File: src/rtl/hd_timing_gen.sv
// Beat timing generator: sequences one-hot W beats (B1/B2/B3) on the falling edge of T3,
// starting on a QD rising edge and halting on STOP, STEP_MODE or an accumulated stop request.
module hd_timing_gen (
    input  logic        T3,
    input  logic        CLR,
    input  logic        QD,
    input  logic        STEP_MODE,
    input  logic        SHORT,
    input  logic        LONG,
    input  logic        STOP,
    output logic [3:1]  W,
    output logic        RUN,
    output logic        HALTED,
    output logic        CYC_END,
    output logic [15:0] CYCLES
);

    typedef enum logic [2:0] {
        IDLE,
        B1,
        B2,
        B3,
        HALT
    } state_e;

    state_e      state_q, state_d;
    logic [3:1]  w_q, w_d;
    logic        halted_q, halted_d;
    logic [15:0] cycles_q, cycles_d;
    logic        stop_pend_q, stop_pend_d;
    logic        qd_q;
    logic        armed_q;
    logic        qd_rise;
    logic        in_beat;
    logic        terminal;

    // armed_q stays low for the first edge after reset so a QD already high at release
    // is absorbed into qd_q instead of being seen as a start edge.
    assign qd_rise = QD & ~qd_q & armed_q;
    assign in_beat = (state_q == B1) || (state_q == B2) || (state_q == B3);

    always_comb begin
        // NOTE: every variable gets a default first so no path leaves it unassigned (no latches).
        state_d     = state_q;
        stop_pend_d = stop_pend_q;
        cycles_d    = cycles_q;
        terminal    = 1'b0;

        unique case (state_q)
            IDLE, HALT: if (qd_rise) state_d = B1;
            B1: begin
                terminal = SHORT;
                if (!SHORT) state_d = B2;
            end
            B2: begin
                terminal = ~LONG;
                if (LONG) state_d = B3;
            end
            B3:      terminal = 1'b1;
            default: state_d = IDLE;
        endcase

        if (in_beat && STOP) stop_pend_d = 1'b1;

        if (terminal) begin
            cycles_d = cycles_q + 16'd1;
            state_d  = (stop_pend_q | STOP | STEP_MODE) ? HALT : B1;
        end

        // Every entry to B1 starts a fresh machine cycle with no stale stop request.
        if (state_d == B1) stop_pend_d = 1'b0;
    end

    always_comb begin
        w_d = 3'b000;
        unique case (state_d)
            B1:      w_d = 3'b001;
            B2:      w_d = 3'b010;
            B3:      w_d = 3'b100;
            default: w_d = 3'b000;
        endcase
        halted_d = (state_d == HALT);
    end

    always_ff @(negedge T3 or negedge CLR) begin
        if (!CLR) begin
            state_q     <= IDLE;
            w_q         <= 3'b000;
            halted_q    <= 1'b0;
            cycles_q    <= 16'd0;
            stop_pend_q <= 1'b0;
            qd_q        <= 1'b0;
            armed_q     <= 1'b0;
        end else begin
            // NOTE: non-blocking assignments so every register samples pre-edge values.
            state_q     <= state_d;
            w_q         <= w_d;
            halted_q    <= halted_d;
            cycles_q    <= cycles_d;
            stop_pend_q <= stop_pend_d;
            qd_q        <= QD;
            armed_q     <= 1'b1;
        end
    end

    assign W       = w_q;
    assign RUN     = |w_q;
    assign HALTED  = halted_q;
    assign CYC_END = terminal;
    assign CYCLES  = cycles_q;

endmodule
File: config.mk
export PLATFORM = sky130hd
export DESIGN_NAME = hd_timing_gen
export DESIGN_NICKNAME = d
export VERILOG_FILES = /design/src/rtl/hd_timing_gen.sv
export SDC_FILE = /design/constraint.sdc
export NUM_CORES = 1
export LEC_CHECK = 0
export ABC_AREA = 1
export CAP_MARGIN = 20
export CORE_ASPECT_RATIO = 1.25
export CORE_UTILIZATION = 33
export CTS_CLUSTER_SIZE = 8
export DETAILED_ROUTE_END_ITERATION = 10
export GPL_TIMING_DRIVEN = 0
export PLACE_DENSITY_LB_ADDON = 0.1
export SYNTH_ARGS = -nofsm -noshare
export SYNTH_HDL_FRONTEND = slang
export SYNTH_SLANG_ARGS = --single-unit
File: constraint.sdc
create_clock -name T3 -period 4.4 [get_ports T3]
set_clock_uncertainty 0.05 [all_clocks]
set_input_delay 0.44 -clock T3 [delete_from_list [all_inputs] [get_ports T3]]
set_output_delay 0.44 -clock T3 [all_outputs]
set_load 0.1 [all_outputs]
==> flow_summary.toml, run 1 <==
[outcome]
status = "complete, no violations"

[logic_synthesis]
synthCells = 164
synthDistinctLibCells = 24
muxShareOfSynthArea_pct = 0
synth.avg_cell_area_um2 = 8.00
yosysWarnings = 0
synth_top_family_by_area = "simple AND/OR/NAND/NOR gates"
synth-seq-cells = 26
yosys.area_share.adder_pct = 0.954
synth_simple_gate_area_share_pct = 31.5
synth_compound_area_share_pct = 4.77
ys_seq_area_share_pct = 49.6
synth_nets = 172
netlist_area_um2 = 1310
synthXorXnorAreaFrac_pct = 6.01

[place]
placed_area_um2 = 1680
place_hpwl_um = 2170
gp_congestion = 0.794
portBuffers = 28

[setup_path]
rr_worst_depth = 8
cp_slowest_stage_delay_ns = 0.85
crit_slowest_cell = "clkdlybuf4s15_1"
crit_family = "buffers and inverters"
path_max_fanout = 6
critPathKind = "reg2out"
crit_path_start = "CYCLES[11]"
r2r_end = "CYCLES[12]"
worst_setup_path_start_kind = "flop"
cp.buffers_inverters = 1
r2r-start = "CYCLES[0]"
required_ns = 3.91
critical_path.cell_chain = "clkdlybuf4s15_1"
cp_data_arrival_time_ns = 3.84
reg2reg_slack_ns = 2.84
cp-end-kind = "output port"

[route]
drc = 0
ant_nets = 0
route.vias.total = 1135
viasPerCell = 4.54
routed_wl_um = 2760
post_drt_wl_per_cell_um = 11.0
first_pass_iters = 4
drtIter0Drc = 29

[cts]
clock_tree.root_cell = "clkbuf_8"
cts_sinks = 26
cts.reportedPaths.clkPinSlew_ns = 0.06
cts_tree = "built"
cts_buffers = 3
cts_setup_buffers = 0
cts-htree-levels = 1
clk_latency_ns = 0.28
clock_path_buffers = 2

[floorplanning]
core_area_um2 = 3780
die_area_um2 = 4230
start_util_pct = 34.6
io_pins = 29
fp-row-count = 25
die_h_um = 72.5
fp.dieW_um = 58.4

[global_route]
grt_pass1_vias = 1121
grt-ovfl-total = 0
grt_usage_pct = 15.3
grt_max_degree = 15
antenna_found_initial = 0
grt_pass1_wl_um = 4970

[layout]
syn2layout_area_growth_pct = 28.1
final_cell_area_um2 = 1680
num-fill-cells = 400
diodes = 0
post-route-util_pct = 44.4
final_nets = 206
drive_above_1_share_pct = 12.2

[timing]
final-setup-viol-count = 0
hold_viol_final = 0
relSlewSlack_pct = 36.0
holdWs_ns = 0.401
rsz0062_at_grt = "false"
tightest_slew_ns = 0.964
drv_slew = 0

[worst_hold_path]
hp-class = "reg2reg"
holdPathEnd = "CYCLES[6]"
holdPathStages = 1
hold_start = "CYCLES[6]"

[power]
peakVddDrop_uv = 301
power_uw = 1010
powerDensity_nw_per_um2 = 603
leakagePower_uw = 0.000842

[flow_run]
cap_violations = 0
cells in the mapped netlist:
library cell,number,area (um^2)
inv_1,15,56.3
o21ai_1,3,15.0
ha_1,1,12.5
conb_1,1,3.75
clkinv_1,1,3.75
o22ai_1,2,12.5
nor2_4,1,11.3
nor3_1,3,15.0
nand2_2,5,31.3
or3_1,1,6.26
buf_4,1,7.51
nand3_2,1,10.0
nand4_1,4,25.0
a21oi_1,4,20.0
nor2_2,3,18.8
nor2_1,14,52.6
buf_6,1,11.3
xnor2_1,6,52.6
o21ai_0,3,15.0
inv_2,3,11.3
dfrtn_1,26,651
xor2_1,3,26.3
nand2_1,54,203
nand3_1,8,40.0
cell families after synthesis:
group | after synthesis
xor+xnor | 9
other cells | 1
fa+ha+maj | 1
buf+inv | 21
compound gates | 12
simple gates | 94
flops | 26
flip-flops by register name (all words and copies together) (netlist names):
signal and flops:
HALTED 1, qd_q 1, armed_q 1, W 3, CYCLES 16, stop_pend_q 1, state_q 3
worst max path at each step:
stage | endpoint | slack [ns] | cells past startpoint
after detailed placement | CYC_END | -0.32 | 6
after global placement | CYC_END | -0.29 | 6
after CTS | CYCLES[4] | 0.006 | 1
after floorplan | RUN | 0.15 | 1
after global routing | CYCLES[13] | 0.004 | 1
final | CYCLES[11] | 0.07 | 1
where the power goes:
part	switching (uW)	leakage (uW)	internal, uW
logic	429	0.000477	98.7
clock network	71.7	0.0000216	61.3
registers	56.8	0.000344	295
total	558	0.000842	455
cell type report:
| cell class | count | area (um^2) | area share, % |
|---|---|---|---|
| Sequential cell | 26 | 651 | 38.7 |
| Multi-Input combinational cell | 117 | 572 | 34.1 |
| Timing Repair Buffer | 29 | 258 | 15.4 |
| Inverter | 19 | 71.3 | 4.25 |
| Tap cell | 54 | 67.6 | 4.02 |
| Clock buffer | 3 | 41.3 | 2.46 |
| Buffer | 2 | 18.8 | 1.12 |
per-layer routing:
layer	global-route usage [%]	part of all wire (%)	routed length [um]
met5	0	0	0
met1	17.1	42	1160
met4	6.08	0.87	24
met2	28.5	54	1490
met3	2.50	3.0	83
timing repair:
action,CTS,global route
setup endpoints to repair,22,6
hold buffers,0,0
resized for setup,26,9
metrics by stage:
step / cells / setup TNS (ns) / setup slack, ns
global placement: 246 / -0.337 / -0.291
floorplan: 164 / 0 / 0.146
finish: 250 / 0 / 0.0677
global route: 250 / 0 / 0.00414
detailed placement: 247 / -0.375 / -0.316
CTS: 250 / 0 / 0.00591
placed cells by master, fill, tap and decap left out, drive strengths merged, types with 4 or more instances in the layout:
master	Yosys	routed
nand3	9	9
xnor2	6	6
nor2	18	18
dlygate4sd2	0	16
o21ai	6	6
clkbuf	0	7
inv	18	18
dfrtn	26	26
clkdlybuf4s50	0	6
nand4	4	4
nand2	59	59
a21oi	4	4
Power figures use the tool's default switching activity.
==> run 2: changes to the inputs <==
- ABC_AREA: 1 -> default
- TNS_END_PERCENT: default -> 5
==> run 2 against run 1 <==
Against the previous run:
- combinational power is 4.2% higher
- cell area is 8.9% lower
- sequential share of layout area is 3.8 points higher
- largest power group unchanged
==> flow_summary.toml, run 2 <==
[timing]
setup_ws_ns = 0.0485
drv_slew = 0
rsz0062_at_grt = "false"
tightest_slew_ns = 0.962
final-setup-viol-count = 0
hold_viol_final = 0
relSlewSlack_pct = 36.1

[place]
portBuffers = 28
place_hpwl_um = 1620
place_ws_ns = -0.444
place_inst = 159
gp_congestion = 0.711

[setup_path]
critical_path.cell_chain = "dlygate4sd2_1"
cp_slowest_stage_delay_ns = 0.89
cp-end-kind = "output port"
crit_family = "buffers and inverters"
worst_setup_path_start_kind = "flop"
required_ns = 3.91
crit_slowest_cell = "dlygate4sd2_1"
cp.buffers_inverters = 1
path_max_fanout = 6
cp_data_arrival_time_ns = 3.86
critPathKind = "reg2out"

[cts]
cts_setup_buffers = 0
clk_latency_ns = 0.27
cts_buffers = 3
cts_sinks = 26
cts-htree-levels = 1
clock_path_buffers = 2
cts_tree = "built"
cts.reportedPaths.clkPinSlew_ns = 0.06
clock_tree.root_cell = "clkbuf_8"

[route]
first_pass_iters = 2
ant_nets = 0
viasPerCell = 5.15
routed_wl_um = 2180
drtIter0Drc = 16
drc = 0
post_drt_wl_per_cell_um = 13.4
route.vias.total = 835

[layout]
drive_above_1_share_pct = 12.0
syn2layout_area_growth_pct = 32.4
diodes = 0
stdcell_count = 162
layout_common_cells = "dfrtn_1, dlygate4sd2_1, xnor2_1"
final_nets = 135
largest_reg_flops = 16
num-fill-cells = 330
final_common_cell = "dfrtn_1"

[flow_run]
cap_violations = 0

[logic_synthesis]
synth.largest_area_cell = "dfrtn_1"
synth_edf_count = 0
netlist_area_um2 = 1160
synth_ff_type = "dfrtn_1"
synth.most_common_cell = "dfrtn_1"
async_reset_ff_share_pct = 100
ys_seq_area_share_pct = 56.3
yosysWarnings = 0
synth.avg_cell_area_um2 = 12.4
synth_top_area_share_pct = 56.3
synth_common_cells = "dfrtn_1, xnor2_1, nand3_1, nand2_1"
synthDistinctLibCells = 31
synth-seq-cells = 26
synth.area.top_cells = "dfrtn_1, xnor2_1, a211oi_4"
synth_nets = 101
synthCells = 93

[global_route]
grt_usage_pct = 12.9
antenna_found_initial = 0
grt_max_degree = 18
grt-ovfl-total = 0
grt_pass1_wl_um = 3510
grt_pass1_vias = 777

[floorplanning]
io_pins = 29
core_area_um2 = 3280
fp-row-count = 23
fp.dieW_um = 54.9
die_h_um = 68.2
start_util_pct = 35.2
die_area_um2 = 3750

[worst_hold_path]
hp-class = "reg2reg"

[power]
powerDensity_nw_per_um2 = 666
leakagePower_uw = 0.000706
peakVddDrop_uv = 482

[outcome]
status = "complete, no violations"
==> run 2: power breakdown <==
group,switching (uW),internal [uW],total (uW)
sequential,43.6,293,336
clock,71.0,61.2,132
combinational,430,120,550
total,545,473,1020
==> run 2: final timing paths <==
check                      startpoint          to  slack, ns  depth (start not counted)
setup reg to reg           state_q[1]  CYCLES[12]       2.77                          5
hold reg to reg            CYCLES[15]  CYCLES[15]       0.36                          1
hold / removal             CYCLES[15]  CYCLES[15]       0.36                          1
max in group asynchronous         CLR   CYCLES[8]       1.22                          2
min in group asynchronous         CLR  state_q[0]       2.57                          1
setup / recovery            CYCLES[2]   CYCLES[2]       0.05                          1
==> run 2: worst register-to-register path: stages, from the launching register on <==
cell and delay [ns]:
dfrtn_1 0.38, buf_4 0.16, nand2b_2 0.14, a211oi_4 0.43, nand4_1 0.17, xnor2_1 0.15
==> run 2: per-stage QoR <==
step / power [uW] / cell area (um^2) / util, % / TNS, ns / hold slack, ns
global route: 1070 / 1530 / 46.6 / 0 / 0.391
global placement: 917 / 1490 / 45.4 / -0.442 / 0.365
floorplan: 792 / 1160 / - / -0.0732 / 0.370
CTS: 1030 / 1530 / 46.6 / 0 / 0.373
detailed placement: 927 / 1520 / 46.3 / -0.444 / 0.368
finish: 1020 / 1530 / 46.6 / 0 / 0.363
==> run 2: what timing repair did <==
| item | CTS | global route |
|---|---|---|
| hold buffers | 0 | 0 |
| setup endpoints to repair | 22 | 0 |
| endpoints found under the hold margin | 0 | 0 |
| gates resized for setup | 27 | 0 |
==> run 2: kinds of logic (layout without fill, tap and decap cells) <==
group           count (synthesis)  after routing  synth area share [%]
simple gates                   35             35                  17.7
flops                          26             26                  56.3
xor+xnor                       15             15                  11.4
compound gates                 11             11                  10.9
buf+inv                         3             35                  1.30
fa+ha+maj                       1              1                  1.08
other cells                     1              1                 0.324
mux                             1              1                 0.974
==> run 2: metal layers <==
| metal | wire length [um] | global-route usage (%) |
|---|---|---|
| met1 | 937 | 16.1 |
| met2 | 1150 | 22.4 |
| met3 | 67 | 2.00 |
| met4 | 17 | 3.75 |
| met5 | 0 | 0 |
==> run 2: layout make-up <==
type	instances	area, um^2	area share [%]
clock buffer	3	41.3	2.70
multi-input combinational	64	498	32.5
timing repair buffer	29	279	18.2
tap	37	46.3	3.03
inverter	1	3.75	0.245
sequential	26	651	42.5
buffer	2	11.3	0.736
